[src/rtl/tmr_y_voter.sv]
// Majority voter for three replica copies of the packed result word, with a
// single-entry valid/ready output register and per-replica fault accounting.
`timescale 1ns/1ps
module tmr_y_voter #(
  parameter int WIDTH = 12,
  parameter int CNT_W = 4
) (
  input  logic             clk,
  input  logic             rst,
  input  logic             in_valid,
  output logic             in_ready,
  input  logic [WIDTH-1:0] y_a,
  input  logic [WIDTH-1:0] y_b,
  input  logic [WIDTH-1:0] y_c,
  output logic             out_valid,
  input  logic             out_ready,
  output logic [WIDTH-1:0] out_y,
  output logic             out_err,
  output logic [1:0]       out_bad,
  output logic [CNT_W-1:0] err_cnt_a,
  output logic [CNT_W-1:0] err_cnt_b,
  output logic [CNT_W-1:0] err_cnt_c,
  output logic             fatal
);

  logic [WIDTH-1:0] vote;
  logic [2:0]       fault;
  logic             multi_fault;
  logic             accept;
  logic [1:0]       bad;

  logic             valid_q, valid_d;
  logic [WIDTH-1:0] y_q, y_d;
  logic             err_q, err_d;
  logic [1:0]       bad_q, bad_d;
  logic             fatal_q, fatal_d;
  logic [CNT_W-1:0] cnt_all [3];

  assign vote        = (y_a & y_b) | (y_a & y_c) | (y_b & y_c);
  assign fault       = {y_c != vote, y_b != vote, y_a != vote};
  assign multi_fault = (fault[0] & fault[1]) | (fault[0] & fault[2]) | (fault[1] & fault[2]);
  assign in_ready    = !valid_q || out_ready;
  assign accept      = in_valid && in_ready;

  // Any pattern with more than one faulty replica collapses onto code 3.
  always_comb begin
    case (fault)
      3'b000:  bad = 2'd0;
      3'b001:  bad = 2'd1;
      3'b010:  bad = 2'd2;
      default: bad = 2'd3;
    endcase
  end

  always_comb begin
    valid_d = valid_q;
    y_d     = y_q;
    err_d   = err_q;
    bad_d   = bad_q;
    fatal_d = fatal_q;
    if (accept) begin
      valid_d = 1'b1;
      y_d     = vote;
      err_d   = |fault;
      bad_d   = bad;
      fatal_d = fatal_q | multi_fault;
    end else if (out_ready) begin
      valid_d = 1'b0;
    end
  end

  always_ff @(posedge clk) begin
    if (rst) begin
      valid_q <= 1'b0;
      y_q     <= '0;
      err_q   <= 1'b0;
      bad_q   <= 2'd0;
      fatal_q <= 1'b0;
    end else begin
      valid_q <= valid_d;
      y_q     <= y_d;
      err_q   <= err_d;
      bad_q   <= bad_d;
      fatal_q <= fatal_d;
    end
  end

  genvar gi;
  generate
    for (gi = 0; gi < 3; gi++) begin : g_cnt
      logic [CNT_W-1:0] cnt_q, cnt_d;

      // Saturate at all-ones rather than wrapping.
      always_comb begin
        cnt_d = cnt_q;
        if (accept && fault[gi] && (cnt_q != {CNT_W{1'b1}}))
          cnt_d = cnt_q + CNT_W'(1);
      end

      always_ff @(posedge clk) begin
        if (rst) cnt_q <= '0;
        else     cnt_q <= cnt_d;
      end

      assign cnt_all[gi] = cnt_q;
    end
  endgenerate

  assign out_valid = valid_q;
  assign out_y     = y_q;
  assign out_err   = err_q;
  assign out_bad   = bad_q;
  assign fatal     = fatal_q;
  assign err_cnt_a = cnt_all[0];
  assign err_cnt_b = cnt_all[1];
  assign err_cnt_c = cnt_all[2];

endmodule

[config.mk]
export PLATFORM = sky130hd
export DESIGN_NAME = tmr_y_voter
export DESIGN_NICKNAME = d
export VERILOG_FILES = /design/src/rtl/tmr_y_voter.sv
export SDC_FILE = /design/constraint.sdc
export NUM_CORES = 1
export LEC_CHECK = 0
export ABC_AREA = 0
export BUFFER_PORTS_ARGS = -buffer_cell sky130_fd_sc_hd__buf_2
export CAP_MARGIN = 20
export CORE_AREA = 2 2 87 89
export CTS_BUF_LIST = sky130_fd_sc_hd__clkbuf_16
export DETAILED_ROUTE_END_ITERATION = 8
export DIE_AREA = 0 0 89 91
export PLACE_DENSITY = 0.51
export SLEW_MARGIN = 40
export SYNTH_ARGS = -nofsm -noshare
export SYNTH_HDL_FRONTEND = slang
export SYNTH_SLANG_ARGS = --single-unit
[constraint.sdc]
create_clock -name clk -period 2.5 [get_ports clk]
set_input_delay 0.75 -clock clk [delete_from_list [all_inputs] [get_ports clk]]
set_output_delay 0.75 -clock clk [all_outputs]
set_load 0.05 [all_outputs]
==> flow_metrics.tcl, run 1 <==
set metrics [dict create \
    status "finished, final reports clean" \
    endpoint_kind "register" \
    worstPathMaxFanout 4 \
    grt_pass1_vias 1893 \
    synth_compound_area_share_pct 20.4 \
    synth.cell_area_mm2 0.00210 \
    fp-row-count 31 \
    cts_resized 0 \
    maxCapViolCount 0 \
    yosys.area.top_type "dfxtp_1" \
    synth-simple-area-share_pct 41.8 \
    synthAdderAreaFrac_pct 1.79 \
    multi_input_area_mm2 0.00146 \
    avgSynthCellArea_um2 7.97 \
    slew_headroom_pct 67.0 \
    clock_latency_ps 280 \
    vias 2281 \
    fin_cells 456 \
    drc_errors 0 \
    drive_gt1_share_pct 31.7 \
    synth_xor_area_share_pct 0 \
    m1WireLength_um 2800 \
    yosysMostFrequentCell "dfxtp_1" \
    whs_ps 493 \
    pwr-share-clk_pct 37.1 \
    min_period_over_period_pct 90.5 \
    ys.flop_type "dfxtp_1" \
    tightestPinTransition_ps 495 \
    synth_top_area_share_pct 27.7 \
    clkSinkCount 29 \
    register_area_um2 581 \
    finalClockSkew_ps 3.69 \
    timing.rr.start "out_valid$_SDFFE_PP0P_" \
    worstHoldPathType "register to register" \
    cts_hold_buf 0 \
    cts-htree-levels 2 \
    ys_seq_area_share_pct 27.7 \
    synthMuxAreaShare_pct 5.43 \
    dr_wl_met3_um 408 \
    cts_inserted_buffers 5 \
    fillCellCount 801 \
    syn-num-nets 306 \
    grt_setup_unrepaired "false" \
    grt_usage_pct 14.2 \
    wl_met2_um 2510 \
    hold_viol 0 \
    swShare_pct 33.8 \
    hpwl_um 4430 \
    coreArea_mm2 0.00714 \
    yosysWarnings 0 \
    io_pins 70 \
    dieArea_mm2 0.00810 \
    comb_power_share_pct 29.3 \
    drt_iter0_markers 47 \
    antenna_found_initial 0 \
    cp_data_required_time_ps 2670 \
    grt_pass1_wl_um 9050 \
    ys_types 39 \
    synth-seq-cells 29 \
    setup_violations 0 \
    cts_buffer_depth 2 \
    clock-root-buffer "clkbuf_16" \
    vias_per_cell 5.00 \
    arrival_ps 2430 \
    start_util_pct 29.4 \
    wl_per_cell_um 12.6 \
    gp_congestion 0.799 \
    grt_overflow 0 \
    power_density_mw_per_mm2 541 \
    n_antenna_cell 0 \
    ff2ff_path_depth 4 \
    grt_max_degree 27 \
    synth_top_family_by_area "simple AND/OR/NAND/NOR gates" \
    startpoint "y_c[1]" \
    first_pass_iters 4 \
    routed_wl_um 5760 \
    area_growth_pct 36.6 \
    timing.fmax_mhz 442 \
    crit_type "input pin to register" \
    final_max_slew_viol_count 0 \
    p_int_w 0.00102 \
    r2r_setup_slack_ps 930 \
    async_flop_share_pct 0 \
    antenna_left 0 \
    synthTopCellsByArea "dfxtp_1, nor3b_1, nand2b_1, a311oi_1, and3b_1" \
    clkTransAtPathRegs_ps 50 \
    power_leakage_nw 1.27 \
    portBuffers 69 \
    cts_tree "done" \
    seqPwrFrac_pct 33.6 \
    period_needed_ps 2260 \
    synth_edf_count 0 \
    net-switching-power_w 0.000524 \
    highest_layer "met4" \
    rr_endpoint "err_cnt_b[0]$_SDFFE_PP0P_" \
    die_y_um 91 \
    ys_top_cells_by_count "dfxtp_1, nand2_1, nand2b_1, nor2_1, nor3b_1" \
    die_x_um 89 \
    ir_drop_mv 0.200 \
    critPathCapture "err_cnt_a[0]$_SDFFE_PP0P_" \
    fin_nets 399 \
    netlist_instances 263 \
    place_inst 448 \
    post-cts-setup-buffers 0 \
    startpoint_type "input pin" \
]
-- cells by family (layout without fill, tap and decap cells) --
| group | Yosys count | in the layout |
|---|---|---|
| compound gates | 62 | 62 |
| fa+ha+maj | 3 | 3 |
| buf+inv | 16 | 110 |
| flops | 29 | 29 |
| mux | 10 | 10 |
| simple gates | 143 | 143 |
-- per-stage QoR --
stage	utilization, %	instance area (um2)	TNS [ps]	power, W	worst slack (ps)
floorplan	-	2100	0	0.000812	150
global placement	38.1	2720	-281	0.000981	-106
detailed placement	38.1	2720	-406	0.000988	-83.5
CTS	40.1	2860	0	0.00158	190
global route	40.1	2860	0	0.00165	23.3
finish	40.1	2860	0	0.00155	238
-- flip-flops by register name, indices dropped and copies added, names as in the netlist --
register	flops
err_cnt_b	4
out_y	12
out_bad	2
out_valid	1
fatal	1
err_cnt_a	4
out_err	1
err_cnt_c	4
-- power groups by stage --
stage | logic, W | registers (W) | clock network, W
CTS | 0.000458 | 0.000521 | 0.000598
detailed placement | 0.000457 | 0.000531 | 0
global route | 0.000497 | 0.000525 | 0.000624
floorplan | 0.000171 | 0.000641 | 0
global placement | 0.000451 | 0.000530 | 0
finish | 0.000454 | 0.000521 | 0.000574
-- cells in the final DEF, fill, tap and decap left out, types with 3 or more instances in the layout --
master and instances:
o21ai_0 13, nor4_1 3, nand2b_1 20, o22ai_1 12, buf_2 69, inv_1 9
or4_1 3, and3b_1 12, a311oi_1 14, a21oi_1 10, nand3b_1 3, nor2b_1 12
or3b_2 3, nand2_1 25, ha_1 3, mux2_1 3, clkbuf_16 5, nor3b_1 19
nor2_1 20, buf_4 25, mux2i_1 5, nand3_1 6, dfxtp_1 29, nand4_1 6
-- metal layers --
metal	GRT usage [%]	vias to the layer above
met4	3.73	0
met1	19.6	1025
met5	0	-
met2	21.8	68
met3	3.64	5
li1	-	1183
-- final cells by class --
cell class / instances / area share, %
timing repair buffer: 94 / 18.6
sequential: 29 / 20.3
tap: 99 / 4.33
clock inverter: 3 / 0.481
inverter: 8 / 1.05
clock buffer: 5 / 4.37
multi-input combinational: 218 / 50.9
-- how the worst min path moves through the flow --
stage          slack [ps]              startpoint  cells after the start                     end
2_1_floorplan         710    out_err$_SDFFE_PP0P_                      2    out_err$_SDFFE_PP0P_
3_3_place_gp          480   out_y[9]$_SDFFE_PP0P_                      2   out_y[9]$_SDFFE_PP0P_
3_5_place_dp          490  out_y[11]$_SDFFE_PP0P_                      2  out_y[11]$_SDFFE_PP0P_
4_1_cts               500   out_y[1]$_SDFFE_PP0P_                      2   out_y[1]$_SDFFE_PP0P_
5_1_grt               520  out_y[11]$_SDFFE_PP0P_                      2  out_y[11]$_SDFFE_PP0P_
6_report              490   out_y[1]$_SDFFE_PP0P_                      2   out_y[1]$_SDFFE_PP0P_
-- worst max-delay path, stage by stage --
cell	delay [ps]
buf_2	110
nor2b_1	130
a2111oi_1	400
buf_4	170
nand4_1	150
nor3_2	310
nor3b_2	100
mux2_4	300
(Power assumes the default switching activity.)
==> run 2: changes to the inputs <==
--- a/config.mk
+++ b/config.mk
@@ -8,11 +8,11 @@
 export ABC_AREA = 0
 export BUFFER_PORTS_ARGS = -buffer_cell sky130_fd_sc_hd__buf_2
 export CAP_MARGIN = 20
-export CORE_AREA = 2 2 87 89
+export CORE_AREA = 2 2 68 70
 export CTS_BUF_LIST = sky130_fd_sc_hd__clkbuf_16
 export DETAILED_ROUTE_END_ITERATION = 8
-export DIE_AREA = 0 0 89 91
-export PLACE_DENSITY = 0.51
+export DIE_AREA = 0 0 70 72
+export PLACE_DENSITY = 0.78
 export SLEW_MARGIN = 40
 export SYNTH_ARGS = -nofsm -noshare
 export SYNTH_HDL_FRONTEND = slang
==> run 2 against run 1 <==
First-iteration DRC count rose by 110%. Register-to-register slack barely moved. Flip-flop and latch count did not move. Final cell count fell by 12%. Clock-buffer cell count did not move. Largest power group unchanged.
==> flow_metrics.tcl, run 2 (synthesized netlist as in run 1, its figures left out) <==
set metrics [dict create \
    status "finished, final reports clean" \
    critPathCapture "err_cnt_c[0]$_SDFFE_PP0P_" \
    fin_cells 403 \
    clkTransAtPathRegs_ps 50 \
    antenna_found_initial 0 \
    final_cell_mix "buf_2, dfxtp_1, nand2_1" \
    largest_register_ffs 12 \
    fin_tns_setup_ps 0 \
    maxCapViolCount 0 \
    setup_violations 0 \
    layout_commonest_cell "buf_2" \
    grt_pass1_vias 1950 \
    endpoint_kind "register" \
    coreArea_mm2 0.00426 \
    timing.fmax_mhz 440 \
    die_y_um 72 \
    cts_inserted_buffers 5 \
    startpoint_type "input pin" \
    timing.rr.start "out_valid$_SDFFE_PP0P_" \
    worstPathMaxFanout 6 \
    crit_type "input pin to register" \
    grt_usage_pct 20.7 \
    cts_buffer_depth 2 \
    drive_gt1_share_pct 30.5 \
    start_util_pct 49.1 \
    cts_tree "done" \
    dieArea_mm2 0.00504 \
    cp.depth 8 \
    place_inst 395 \
    hold_viol 0 \
    cts_resized 0 \
    first_pass_iters 4 \
    wl_per_cell_um 13.0 \
    final_max_slew_viol_count 0 \
    grt_setup_unrepaired "false" \
    rr_endpoint "err_cnt_b[0]$_SDFFE_PP0P_" \
    cts-htree-levels 2 \
    crit_path_max_incr_delay_ps 490 \
    slew_headroom_pct 65.8 \
    startpoint "y_c[4]" \
    clock-root-buffer "clkbuf_16" \
    crit_family "simple AND/OR/NAND/NOR gates" \
    grt_pass1_wl_um 8490 \
    min_period_over_period_pct 90.9 \
    drt_iter0_markers 101 \
    gp_congestion 0.847 \
    fin_nets 393 \
    ir_drop_mv 0.339 \
    io_pins 70 \
    routed_wl_um 5230 \
    setup_ws_ps 228 \
    path_cells "buf_2 -> and3b_1 -> a2111oi_0 -> nand4_1 -> nor3_2 -> buf_4 -> nor3b_1 -> mux2_1" \
    clock_latency_ps 270 \
    power_density_mw_per_mm2 554 \
    hpwl_um 3990 \
    clkSinkCount 29 \
    pre_cts_ws_ps -84.6 \
    post-cts-setup-buffers 0 \
    grt_max_degree 30 \
    min_path_cells 2 \
    n_antenna_cell 0 \
    cp_data_required_time_ps 2660 \
    worstHoldPathType "register to register" \
    die_x_um 70 \
    vias 2282 \
    portBuffers 69 \
    critPathBufInv 2 \
    finalClockSkew_ps 2.64 \
    period_needed_ps 2270 \
    area_growth_pct 31.6 \
    fp-row-count 24 \
    cp_slowest_cell "a2111oi_0" \
    grt_overflow 0 \
    utilization_pct 64.7 \
    arrival_ps 2430 \
    r2r_setup_slack_ps 920 \
    ff2ff_path_depth 4 \
    tightestPinTransition_ps 500 \
    drc_errors 0 \
    cts_hold_buf 0 \
    antenna_left 0 \
    power_leakage_nw 1.24 \
    vias_per_cell 5.66 \
]
-- run 2: cell types whose count changed in the layout (fill, tap and decap cells not counted) --
cell	before	now
a2111oi_0	2	3
a2111oi_1	2	1
buf_4	25	19
-- run 2: tightest hold or removal path, delay by kind of cell (launching register included) --
family | cells | cell delay, ps
flops | 1 | 300
simple gates | 1 | 90
compound gates | 1 | 50
-- run 2: routing by layer --
metal / up-vias / global-route usage [%] / wire length [um]
met4: 0 / 7.05 / 54
met5: - / 0 / 0
met2: 61 / 35.0 / 2450
met1: 1047 / 26.5 / 2460
li1: 1168 / - / -
met3: 6 / 4.17 / 262
-- run 2: area by class of cell --
class,instances,area (um2)
clock buffers,5,125
clock inverters,3,13.8
fillers,398,1510
inverters,8,30.0
multi-input cells,218,1460
flip-flops and latches,29,581
well taps,52,65.1
repair buffers,88,488
-- run 2: how the worst min path moves through the flow --
stage | from | to | slack [ps]
3_5_place_dp | out_y[3]$_SDFFE_PP0P_ | out_y[3]$_SDFFE_PP0P_ | 490
5_1_grt | out_err$_SDFFE_PP0P_ | out_err$_SDFFE_PP0P_ | 510
6_report | out_y[3]$_SDFFE_PP0P_ | out_y[3]$_SDFFE_PP0P_ | 490
3_3_place_gp | out_y[9]$_SDFFE_PP0P_ | out_y[9]$_SDFFE_PP0P_ | 490
2_1_floorplan | out_err$_SDFFE_PP0P_ | out_err$_SDFFE_PP0P_ | 710
4_1_cts | out_y[3]$_SDFFE_PP0P_ | out_y[3]$_SDFFE_PP0P_ | 490
-- run 2: where the power goes --
part	switching [W]	internal, W	leakage (nW)
logic	0.000282	0.000158	0.929
clock network	0.000207	0.000360	0.0748
registers	0.0000227	0.000497	0.239
total	0.000512	0.00101	1.24
-- run 2: per-stage QoR --
step                      area, um2  hold WS, ps  power, W
after floorplan                2100          713  0.000812
after global placement         2620          487  0.000957
after detailed placement       2620          488  0.000968
after CTS                      2760          495   0.00154
after global routing           2760          514   0.00160
final                          2760          490   0.00153
==> run 3: changes to the inputs <==
==> constraint.sdc (replaced) <==
create_clock -name clk -period 2.5 [get_ports clk]
set_input_delay 0.5 -clock clk [delete_from_list [all_inputs] [get_ports clk]]
set_output_delay 0.5 -clock clk [all_outputs]
set_load 0.05 [all_outputs]
==> run 3 against run 2 <==
Utilization down 1.6 points. Clock skew up 1.8 ps. Die area unchanged. Sequential share of layout area up 0.54 points. Clock-buffer cell count unchanged. Sequential power about the same. Non-clock buffer count down 16. Cell area down 2.5%. Power up 13%. Worst setup slack better by 260 ps. Register-to-register slack worse by 40 ps. First-iteration DRC count down 36%.
==> flow_metrics.tcl, run 3 (synthesized netlist as in run 1, its figures left out) <==
set metrics [dict create \
    status "finished, final reports clean" \
    drive_gt1_share_pct 27.5 \
    cts_resized 0 \
    vias 2194 \
    cts_tree "done" \
    fp-row-count 24 \
    slew_headroom_pct 55.6 \
    final_cell_mix "buf_2, dfxtp_1, nand2_1" \
    ir_drop_mv 0.243 \
    cts-htree-levels 2 \
    hold_end "out_valid$_SDFFE_PP0P_" \
    start_util_pct 49.1 \
    min_from "in_valid" \
    arrival_ps 2170 \
    cts_buffer_depth 2 \
    coreArea_mm2 0.00426 \
    area_growth_pct 28.3 \
    r2r_setup_slack_ps 880 \
    fin_tns_setup_ps 0 \
    crit_path_max_incr_delay_ps 460 \
    die_x_um 70 \
    power_leakage_nw 1.18 \
    place_inst 379 \
    grt_pass1_vias 1884 \
    routed_wl_um 5170 \
    hpwl_um 3800 \
    gp_congestion 0.808 \
    clock-root-buffer "clkbuf_16" \
    die_y_um 72 \
    grt_setup_unrepaired "false" \
    clkTransAtPathRegs_ps 50 \
    setup_violations 0 \
    fin_cells 387 \
    first_pass_iters 4 \
    path_cells "buf_2 -> and3b_1 -> a2111oi_0 -> nand4_1 -> nor3_2 -> nor3b_1 -> mux2_1" \
    clock_latency_ps 280 \
    hold_viol 0 \
    grt_max_degree 38 \
    worstPathMaxFanout 8 \
    period_needed_ps 2010 \
    grt_pass1_wl_um 8400 \
    maxCapViolCount 0 \
    cts_inserted_buffers 5 \
    final_max_slew_viol_count 0 \
    largest_register_ffs 12 \
    post-cts-setup-buffers 0 \
    vias_per_cell 5.67 \
    worstHoldPathType "input pin to register" \
    cts_hold_buf 0 \
    tightestPinTransition_ps 666 \
    timing.rr.start "out_valid$_SDFFE_PP0P_" \
    antenna_found_initial 0 \
    fin_nets 377 \
    rr_endpoint "err_cnt_b[0]$_SDFFE_PP0P_" \
    finalClockSkew_ps 4.44 \
    timing.fmax_mhz 497 \
    crit_type "input pin to register" \
    grt_overflow 0 \
    cp_slowest_cell "a2111oi_0" \
    clkSinkCount 29 \
    min_path_cells 3 \
    io_pins 70 \
    n_antenna_cell 0 \
    startpoint_type "input pin" \
    endpoint_kind "register" \
    power_density_mw_per_mm2 640 \
    cp_data_required_time_ps 2660 \
    dieArea_mm2 0.00504 \
    layout_commonest_cell "buf_2" \
    antenna_left 0 \
    ff2ff_path_depth 4 \
    whs_ps 473 \
    grt_usage_pct 20.6 \
    wl_per_cell_um 13.4 \
    min_period_over_period_pct 80.5 \
    drt_iter0_markers 65 \
    drc_errors 0 \
    portBuffers 69 \
]
==> run 3: changes by cell type in the layout (fill, tap and decap cells not counted), sizes merged <==
cell    change
buf        -16
clkinv      -1
inv         -1
bufinv      +2
==> run 3: per-stage QoR <==
stage          util (%)  instance area, um2  total power [W]  setup WS, ps
2_1_floorplan         -                2100         0.000812           392
3_3_place_gp       58.6                2500         0.000939           231
3_5_place_dp       58.6                2500         0.000948           200
4_1_cts            63.1                2690          0.00174           496
5_1_grt            63.1                2690          0.00180           386
6_report           63.1                2690          0.00172           489
==> run 3: area by class of cell <==
cell class	instances	area [um2]
multi-input combinational	218	1460
inverter	8	30.0
sequential	29	581
clock inverter	3	65.1
timing repair buffer	72	368
clock buffer	5	125
tap	52	65.1
fill	375	1580
==> run 3: how the worst max path moves through the flow <==
stage / startpoint / endpoint / slack (ps) / cells past startpoint
after detailed placement: y_b[4] / err_cnt_c[0]$_SDFFE_PP0P_ / 200 / 7
after CTS: y_b[4] / err_cnt_c[0]$_SDFFE_PP0P_ / 500 / 7
after floorplan: out_valid$_SDFFE_PP0P_ / err_cnt_b[0]$_SDFFE_PP0P_ / 390 / 4
final: y_b[4] / err_cnt_c[0]$_SDFFE_PP0P_ / 490 / 7
after global placement: y_b[1] / err_cnt_b[0]$_SDFFE_PP0P_ / 230 / 7
after global routing: y_b[4] / err_cnt_c[0]$_SDFFE_PP0P_ / 390 / 7
==> run 3: where the power goes <==
part	switching [W]	total (W)	internal (W)	leakage (nW)
Sequential	0.0000236	0.000520	0.000497	0.239
Clock	0.000212	0.000780	0.000568	0.0938
Combinational	0.000278	0.000420	0.000141	0.850
Total	0.000514	0.00172	0.00121	1.18
==> run 3: worst max-delay path: cells and delay by family <==
kind                   cells  cell delay (ps)
buffers and inverters      1              140
muxes                      1              330
and+or+nand+nor            4              730
AOI/OAI and AO/OA          1              460
==> run 3: routing by layer <==
metal	share of wire [%]	routed length, um	GRT usage, %	vias up
li1	-	-	-	1135
met1	47	2420	25.0	1001
met2	47	2420	36.1	52
met3	5.3	273	5.14	6
met4	1.0	53	6.41	0
met5	0	0	0	-
